### config.mk
export PLATFORM = sky130hd
export DESIGN_NAME = wb_arb_rr
export DESIGN_NICKNAME = d
export VERILOG_FILES = /design/src/rtl/wb_arb_rr.sv
export SDC_FILE = /design/constraint.sdc
export NUM_CORES = 1
export LEC_CHECK = 0
export ABC_AREA = 1
export ABC_CLOCK_PERIOD_IN_PS = 1400
export CAP_MARGIN = 30
export CORE_UTILIZATION = 36
export DETAILED_ROUTE_END_ITERATION = 7
export GPL_TIMING_DRIVEN = 0
export PLACE_DENSITY = 0.8
export SLEW_MARGIN = 20
export SYNTH_ARGS = -nofsm -noshare
export SYNTH_HDL_FRONTEND = slang
export SYNTH_SLANG_ARGS = --single-unit
### constraint.sdc
create_clock -name clk -period 1.4 [get_ports clk]
set_clock_uncertainty 0.2 [all_clocks]
set_input_delay 0.28 -clock clk [delete_from_list [all_inputs] [get_ports clk]]
set_output_delay 0.28 -clock clk [all_outputs]
set_load 0.02 [all_outputs]
### src/rtl/wb_arb_rr.sv
// Round-robin arbiter: N cyc/ack masters onto one slave, one transfer in flight.
// Optional watchdog completes a hung slave transfer with an error pulse.
//
// state | meaning
// ------+-----------------------------------------------------------------
// IDLE  | no transfer; arbitrate among s_cyc starting after last grant
// BUSY  | m_cyc high with latched master request; wait for m_ack or timeout
// ACK   | one-cycle s_ack/s_err/s_rdata pulse to the granted master
module wb_arb_rr #(
  parameter int N       = 2,
  parameter int DW      = 16,
  parameter int AW      = 16,
  parameter int TIMEOUT = 0
) (
  input  logic            clk,
  input  logic            rst_n,
  input  logic [N*AW-1:0] s_addr,
  input  logic [N*DW-1:0] s_wdata,
  input  logic [N-1:0]    s_we,
  input  logic [N-1:0]    s_cyc,
  output logic [N-1:0]    s_ack,
  output logic [N-1:0]    s_err,
  output logic [N*DW-1:0] s_rdata,
  output logic [AW-1:0]   m_addr,
  output logic [DW-1:0]   m_wdata,
  output logic            m_we,
  output logic            m_cyc,
  input  logic            m_ack,
  input  logic [DW-1:0]   m_rdata,
  output logic [N-1:0]    m_gnt
);

  localparam int IW = (N > 1) ? $clog2(N) : 1;
  localparam int WW = (TIMEOUT > 1) ? $clog2(TIMEOUT) : 1;
  // Watchdog is a down-counter loaded at grant; terminal count 0 marks the
  // TIMEOUT-th m_cyc cycle.
  localparam logic [WW-1:0] WD_LOAD = (TIMEOUT > 0) ? WW'(TIMEOUT - 1) : '0;
  localparam logic [N-1:0]  GNT_ONE = {{(N-1){1'b0}}, 1'b1};

  typedef enum logic [1:0] {ST_IDLE, ST_BUSY, ST_ACK} state_t;

  state_t          state_q, state_d;
  logic [IW-1:0]   rr_q, rr_d;
  logic [N-1:0]    gnt_q, gnt_d;
  logic [AW-1:0]   m_addr_q, m_addr_d;
  logic [DW-1:0]   m_wdata_q, m_wdata_d;
  logic            m_we_q, m_we_d;
  logic            m_cyc_q, m_cyc_d;
  logic [DW-1:0]   rdata_q, rdata_d;
  logic            err_q, err_d;
  logic [WW-1:0]   wdog_q, wdog_d;

  logic            hi_found, lo_found, any_req;
  logic [IW-1:0]   hi_idx, lo_idx, pick;
  logic            done;

  // Round-robin pick: first requester above the last grant, else lowest requester.
  always_comb begin
    hi_found = 1'b0;
    lo_found = 1'b0;
    hi_idx   = '0;
    lo_idx   = '0;
    for (int i = 0; i < N; i++) begin
      if (s_cyc[i]) begin
        if (IW'(i) > rr_q) begin
          if (!hi_found) begin
            hi_found = 1'b1;
            hi_idx   = IW'(i);
          end
        end else if (!lo_found) begin
          lo_found = 1'b1;
          lo_idx   = IW'(i);
        end
      end
    end
    pick    = hi_found ? hi_idx : lo_idx;
    any_req = hi_found | lo_found;
  end

  // Next-state and datapath updates for the transfer FSM.
  always_comb begin
    state_d   = state_q;
    rr_d      = rr_q;
    gnt_d     = gnt_q;
    m_addr_d  = m_addr_q;
    m_wdata_d = m_wdata_q;
    m_we_d    = m_we_q;
    m_cyc_d   = m_cyc_q;
    rdata_d   = rdata_q;
    err_d     = err_q;
    wdog_d    = wdog_q;
    done      = 1'b0;
    case (state_q)
      ST_IDLE: begin
        if (any_req) begin
          state_d   = ST_BUSY;
          rr_d      = pick;
          gnt_d     = GNT_ONE << pick;
          m_addr_d  = s_addr[int'(pick)*AW +: AW];
          m_wdata_d = s_wdata[int'(pick)*DW +: DW];
          m_we_d    = s_we[pick];
          m_cyc_d   = 1'b1;
          err_d     = 1'b0;
          wdog_d    = WD_LOAD;
        end
      end
      ST_BUSY: begin
        // A slave ack on the expiry cycle takes precedence over the timeout.
        if (m_ack) begin
          rdata_d = m_rdata;
          err_d   = 1'b0;
          done    = 1'b1;
        end else if (TIMEOUT > 0) begin
          if (wdog_q == '0) begin
            rdata_d = '0;
            err_d   = 1'b1;
            done    = 1'b1;
          end else begin
            wdog_d = wdog_q - 1'b1;
          end
        end
        if (done) begin
          state_d   = ST_ACK;
          m_cyc_d   = 1'b0;
          m_addr_d  = '0;
          m_wdata_d = '0;
          m_we_d    = 1'b0;
        end
      end
      // The acked master's s_cyc is still high here; it is only re-examined in IDLE.
      ST_ACK:  state_d = ST_IDLE;
      default: state_d = ST_IDLE;
    endcase
  end

  // State and datapath registers, cleared asynchronously.
  always_ff @(posedge clk or negedge rst_n) begin
    if (!rst_n) begin
      state_q   <= ST_IDLE;
      rr_q      <= IW'(N - 1);
      gnt_q     <= '0;
      m_addr_q  <= '0;
      m_wdata_q <= '0;
      m_we_q    <= 1'b0;
      m_cyc_q   <= 1'b0;
      rdata_q   <= '0;
      err_q     <= 1'b0;
      wdog_q    <= '0;
    end else begin
      state_q   <= state_d;
      rr_q      <= rr_d;
      gnt_q     <= gnt_d;
      m_addr_q  <= m_addr_d;
      m_wdata_q <= m_wdata_d;
      m_we_q    <= m_we_d;
      m_cyc_q   <= m_cyc_d;
      rdata_q   <= rdata_d;
      err_q     <= err_d;
      wdog_q    <= wdog_d;
    end
  end

  assign m_addr  = m_addr_q;
  assign m_wdata = m_wdata_q;
  assign m_we    = m_we_q;
  assign m_cyc   = m_cyc_q;
  assign m_gnt   = gnt_q;
  assign s_ack   = (state_q == ST_ACK) ? gnt_q : '0;
  assign s_err   = (state_q == ST_ACK && err_q) ? gnt_q : '0;

  // Read data is steered only to the acked master so per-master buses can be ORed.
  always_comb begin
    s_rdata = '0;
    for (int i = 0; i < N; i++) begin
      if (s_ack[i]) s_rdata[i*DW +: DW] = rdata_q;
    end
  end

endmodule
# After elaboration in Yosys (flattened, before gate mapping)
# Cells that the tools add are included.
[op_classes] n_bitwise=1 magnitude_cmp=3 reduce_logical=8 n_mux=39 n_eq_ne=5 shifts=3
[ops] op="two-way mux 16 bit" count=5
[ops] op="one-hot mux 16 bit (2 select lines)" count=2
[ops] op="indexed part select 32 x 6 -> 16 bit" count=2
[ops] op="two-way mux 1 bit" count=24
[ops] op="two-way mux 2 bit" count=4
[ops] op="!= test 2 bit (second input constant)" count=3
[ops] op="one-hot mux 1 bit (2 select lines)" count=3
[ops] op="AND reduction 2 bit" count=3
[ops] op="AND reduction 3 bit" count=2
[ops] op="one-hot mux 2 bit (2 select lines)" count=1
[ops] op="equality test 2 x 1 -> 1 bit (second input constant)" count=1
[ops] op="equality test 2 bit (second input constant)" count=1
[ops] op="greater-than comparator 1 bit (first input constant)" count=2
[ops] op="logical NOT 2 bit" count=1
[ops] op="< comparator 1 x 2 -> 1 bit (second input constant)" count=1
[ops] op="nonzero test 2 bit" count=1
[ops] op="<< shifter 1 x 1 -> 2 bit (first input constant)" count=1
[ops] op="logical AND 1 bit" count=1
[ops] op="OR 1 bit" count=1
[totals] reg_bits=56 input_bits=87

# Depth between registers and ports, before layout
[logic_depth] depth_word=11 mapped_depth=6 ltp_nobuf=5

# Least setup slack after synthesis
# OpenSTA, ideal clock, no wires.
[synth_timing] path_type="register to output" start="register gnt_q[0], in the netlist m_gnt[0]" end="output s_rdata[10]" arrival_ps=1108 path_stages_with_launch=4 path_buffers=1 setup_slack_ps=-188 cell_sequence="dfrtp_1 nand3_2 buf_2 nor2_1"
[synth_via] elab_chain_cells=2
[synth_rtl] item="from (decl)" line_no="44" text="logic [N-1:0] gnt_q, gnt_d;"
[synth_rtl] item="from (signal assigned)" line_no="152" text="gnt_q <= gnt_d;"
[synth_rtl] item="two-way mux 2 bit" line_no="168" text="assign s_ack = (state_q == ST_ACK) ? gnt_q : '0;"
[synth_rtl] item="two-way mux 16 bit" line_no="175" text="if (s_ack[i]) s_rdata[i*DW +: DW] = rdata_q;"
[synth_rtl] item="to (decl)" line_no="23" text="output logic [N*DW-1:0] s_rdata,"
# No other way between the ends.

# Final worst setup path
[layout_timing] start="register state_q[0]" end="output s_rdata[5]"
[layout_via] elab_chain_cells=3
[layout_rtl] item="from (decl)" line_no="42" text="state_t state_q, state_d;"
[layout_rtl] item="from (signal assigned)" line_no="150" text="state_q <= state_d;"
[layout_rtl] item="equality test 2 bit" line_no="168"
[layout_rtl] item="two-way mux 2 bit" line_no="168"
[layout_rtl] item="two-way mux 16 bit" line_no="175"
# No other way between the ends.

==> impl_metrics.py <==
metrics = {
    "synth": {
        "seq_area_frac_synth": 0.457,
        "synth_compound_area_frac": 0.0337,
        "synth_cells": 420,
        "synthSimpleGateAreaFrac": 0.341,
        "synth_top_area_frac": 0.449,
        "avgSynthCellArea_um2": 7.17,
        "synth_xor_xnor_area_share": 0,
        "synth_largest_area_cell": "dfrtp_1",
        "ys_top_cells_by_area": "dfrtp_1 (45%), nand3_1 (16%), nand2_1 (11%)",
        "synth_adder_area_share": 0,
        "ys_types": 20,
        "synth_mux_area_frac": 0,
        "synth_seq_cells": 55,
        "synth_top_family_by_area": "simple AND/OR/NAND/NOR gates",
        "synth_area_um2": 3010,
        "ys_warn_count": 0,
    },
    "critical_path": {
        "cp.required_ns": 0.92,
        "start_kind": "flop",
        "critical_path_class": "flop to primary output",
        "critPathCaptureType": "primary output",
        "arrival_ns": 1.42,
        "timing.rr.start": "state_q[1]$_DFFE_PN0P_",
        "critical_path.max_fanout": 4,
        "worstSetupStartpoint": "state_q[0]$_DFFE_PN0P_",
    },
    "power": {
        "power_density_nw_per_um2": 1660,
        "ir_drop_mv": 0.785,
        "power_leakage_nw": 2.77,
    },
    "min_path": {
        "holdCritPathClass": "input port to flop",
        "hold_path_startpoint": "s_cyc[1]",
    },
    "clocking": {
        "cts_tree": "yes",
        "path_clk_slew_ns": 0.10,
        "clockBufferDepth": 2,
        "cts_max_level": 2,
        "ctsRootBufferMaster": "clkbuf_8",
        "numCtsBuffers": 5,
        "clk_latency_ns": 0.30,
        "cts.sinks": 55,
    },
    "grt": {
        "antenna_found_initial": 0,
        "grt_max_degree": 56,
        "first_global_vias": 3252,
        "grt_usage": 0.233,
        "grt_pass1_wl_um": 15700,
        "grt.overflow.total": 0,
    },
    "timing": {
        "maxSlewHeadroom": 0.550,
        "worst_pin_slew_ns": 0.676,
        "rsz0062_at_grt": "true",
        "period_share": 1.35,
        "drv_slew": 0,
        "finalSetupViolCount": 88,
        "setup_tns_ns": -22.72,
        "fin_ws_ns": -0.495,
        "max_freq_mhz": 528,
        "min_period_ns": 1.90,
        "timing.final.hold_violations": 0,
    },
    "layout": {
        "final_area_um2": 5340,
        "antennaDiodeCount": 0,
        "fin_nets": 696,
        "drive_gt1_frac": 0.292,
        "fin_cells": 712,
        "ff_latch_area_um2": 1380,
        "fin_util": 0.673,
        "final_common_cell": "nand3_1",
        "multi_input_area_um2": 1410,
        "final_cell_mix": "nand3_1 (99), nand2_1 (91), inv_1 (83), clkdlybuf4s50_1 (83), buf_6 (54)",
        "area_growth_syn_to_layout_pct": 77.2,
        "fill_cells": 642,
    },
    "floorplan": {
        "die_area_um2": 8740,
        "start_util": 0.380,
        "core-area_um2": 7930,
        "die_h_um": 93.5,
        "top_level_ports": 159,
        "rows": 32,
        "die_x_um": 93.5,
    },
    "run_status": {
        "violations": "setup timing",
        "status": "finished, violations left",
    },
    "place": {
        "gp_congestion": 0.787,
        "place.port_buffers": 155,
        "dp_hpwl_um": 6890,
        "placed_area_um2": 4870,
        "place_inst": 678,
    },
    "routing": {
        "ant_nets": 0,
        "num_vias": 3380,
        "remaining_drc_errors": 0,
        "drt-initial-drc-count": 93,
        "firstDrtPassIters": 4,
        "wirelength_um": 10300,
        "via_per_inst": 4.75,
        "routedWlPerCell_um": 14.5,
    },
    "flow_run": {
        "maxCapViolCount": 0,
    },
}
[worst max-delay path, stage by stage (launching register included)]
cell and delay [ns]:
dfrtp_1 0.40, inv_2 0.12, nand3_4 0.16, buf_6 0.19, nor2_4 0.10, buf_6 0.13
[state kept, by name (all words and copies together) (netlist names)]
signal,cells
m_we,1
rdata_q,16
m_cyc,1
m_gnt,2
state_q,2
rr_q,1
m_wdata,16
m_addr,16
[metal layers]
layer	up-vias	routed length, µm	track usage
li1	1650	-	-
met1	1564	3970	0.275
met2	154	5410	0.419
met3	12	796	0.0504
met4	0	134	0.0705
met5	-	0	0
[logic make-up after synthesis]
logic type / after synthesis
compound gates: 19
buf+inv: 115
simple gates: 230
flops: 55
other cells: 1
[final timing paths]
| check | end | slack, ns | depth (start not counted) |
|---|---|---|---|
| min | m_addr[14]$_DFFE_PN0P_ | 0.19 | 4 |
| max in group asynchronous | m_gnt[0]$_DFFE_PN0P_ | 0.16 | 2 |
| max | s_rdata[5] | -0.50 | 5 |
| min in group asynchronous | m_addr[7]$_DFFE_PN0P_ | 0.36 | 2 |
| max reg2reg | rdata_q[0]$_DFFE_PN0P_ | -0.20 | 6 |
| min reg2reg | m_cyc$_DFFE_PN0P_ | 0.29 | 2 |
[what timing repair did]
item | in CTS | in global routing
hold buffers | 1 | 0
setup buffers | 16 | 1
setup endpoints to repair | 120 | 91
pin swaps | 1 | 2
resized for setup | 389 | 36
hold endpoints to repair | 54 | 0
cloned | 9 | 0
[synthesized netlist by cell type (all sizes together)]
master  instances
buf            21
clkbuf          6
conb            1
dfrtp          54
dfstp           1
inv            88
nand2          93
nand3         102
nor2           35
o21ai          18
o31ai           1
[layout make-up]
type / instances / share of cell area
Clock buffer: 7 / 0.0180
Sequential cell: 55 / 0.259
Buffer: 27 / 0.0466
Inverter: 88 / 0.0638
Tap cell: 102 / 0.0239
Clock inverter: 1 / 0.00141
Timing Repair Buffer: 181 / 0.324
Multi-Input combinational cell: 251 / 0.264
[through the flow]
stage	hold WS [ns]	power [mW]	worst slack [ns]
finish	0.193	8.88	-0.495
global placement	0.258	7.31	-1.97
global route	0.203	9.46	-0.557
detailed placement	0.169	7.46	-0.677
CTS	0.187	8.72	-0.556
floorplan	-0.216	5.46	-0.0429
[power by group]
part / internal (mW) / total [mW] / switching [mW] / leakage, nW
Combinational: 2.11 / 5.17 / 3.06 / 2.05
Sequential: 2.35 / 2.77 / 0.414 / 0.676
Clock: 0.451 / 0.944 / 0.493 / 0.0505
No activity file was read; power rests on OpenSTA's default activity.
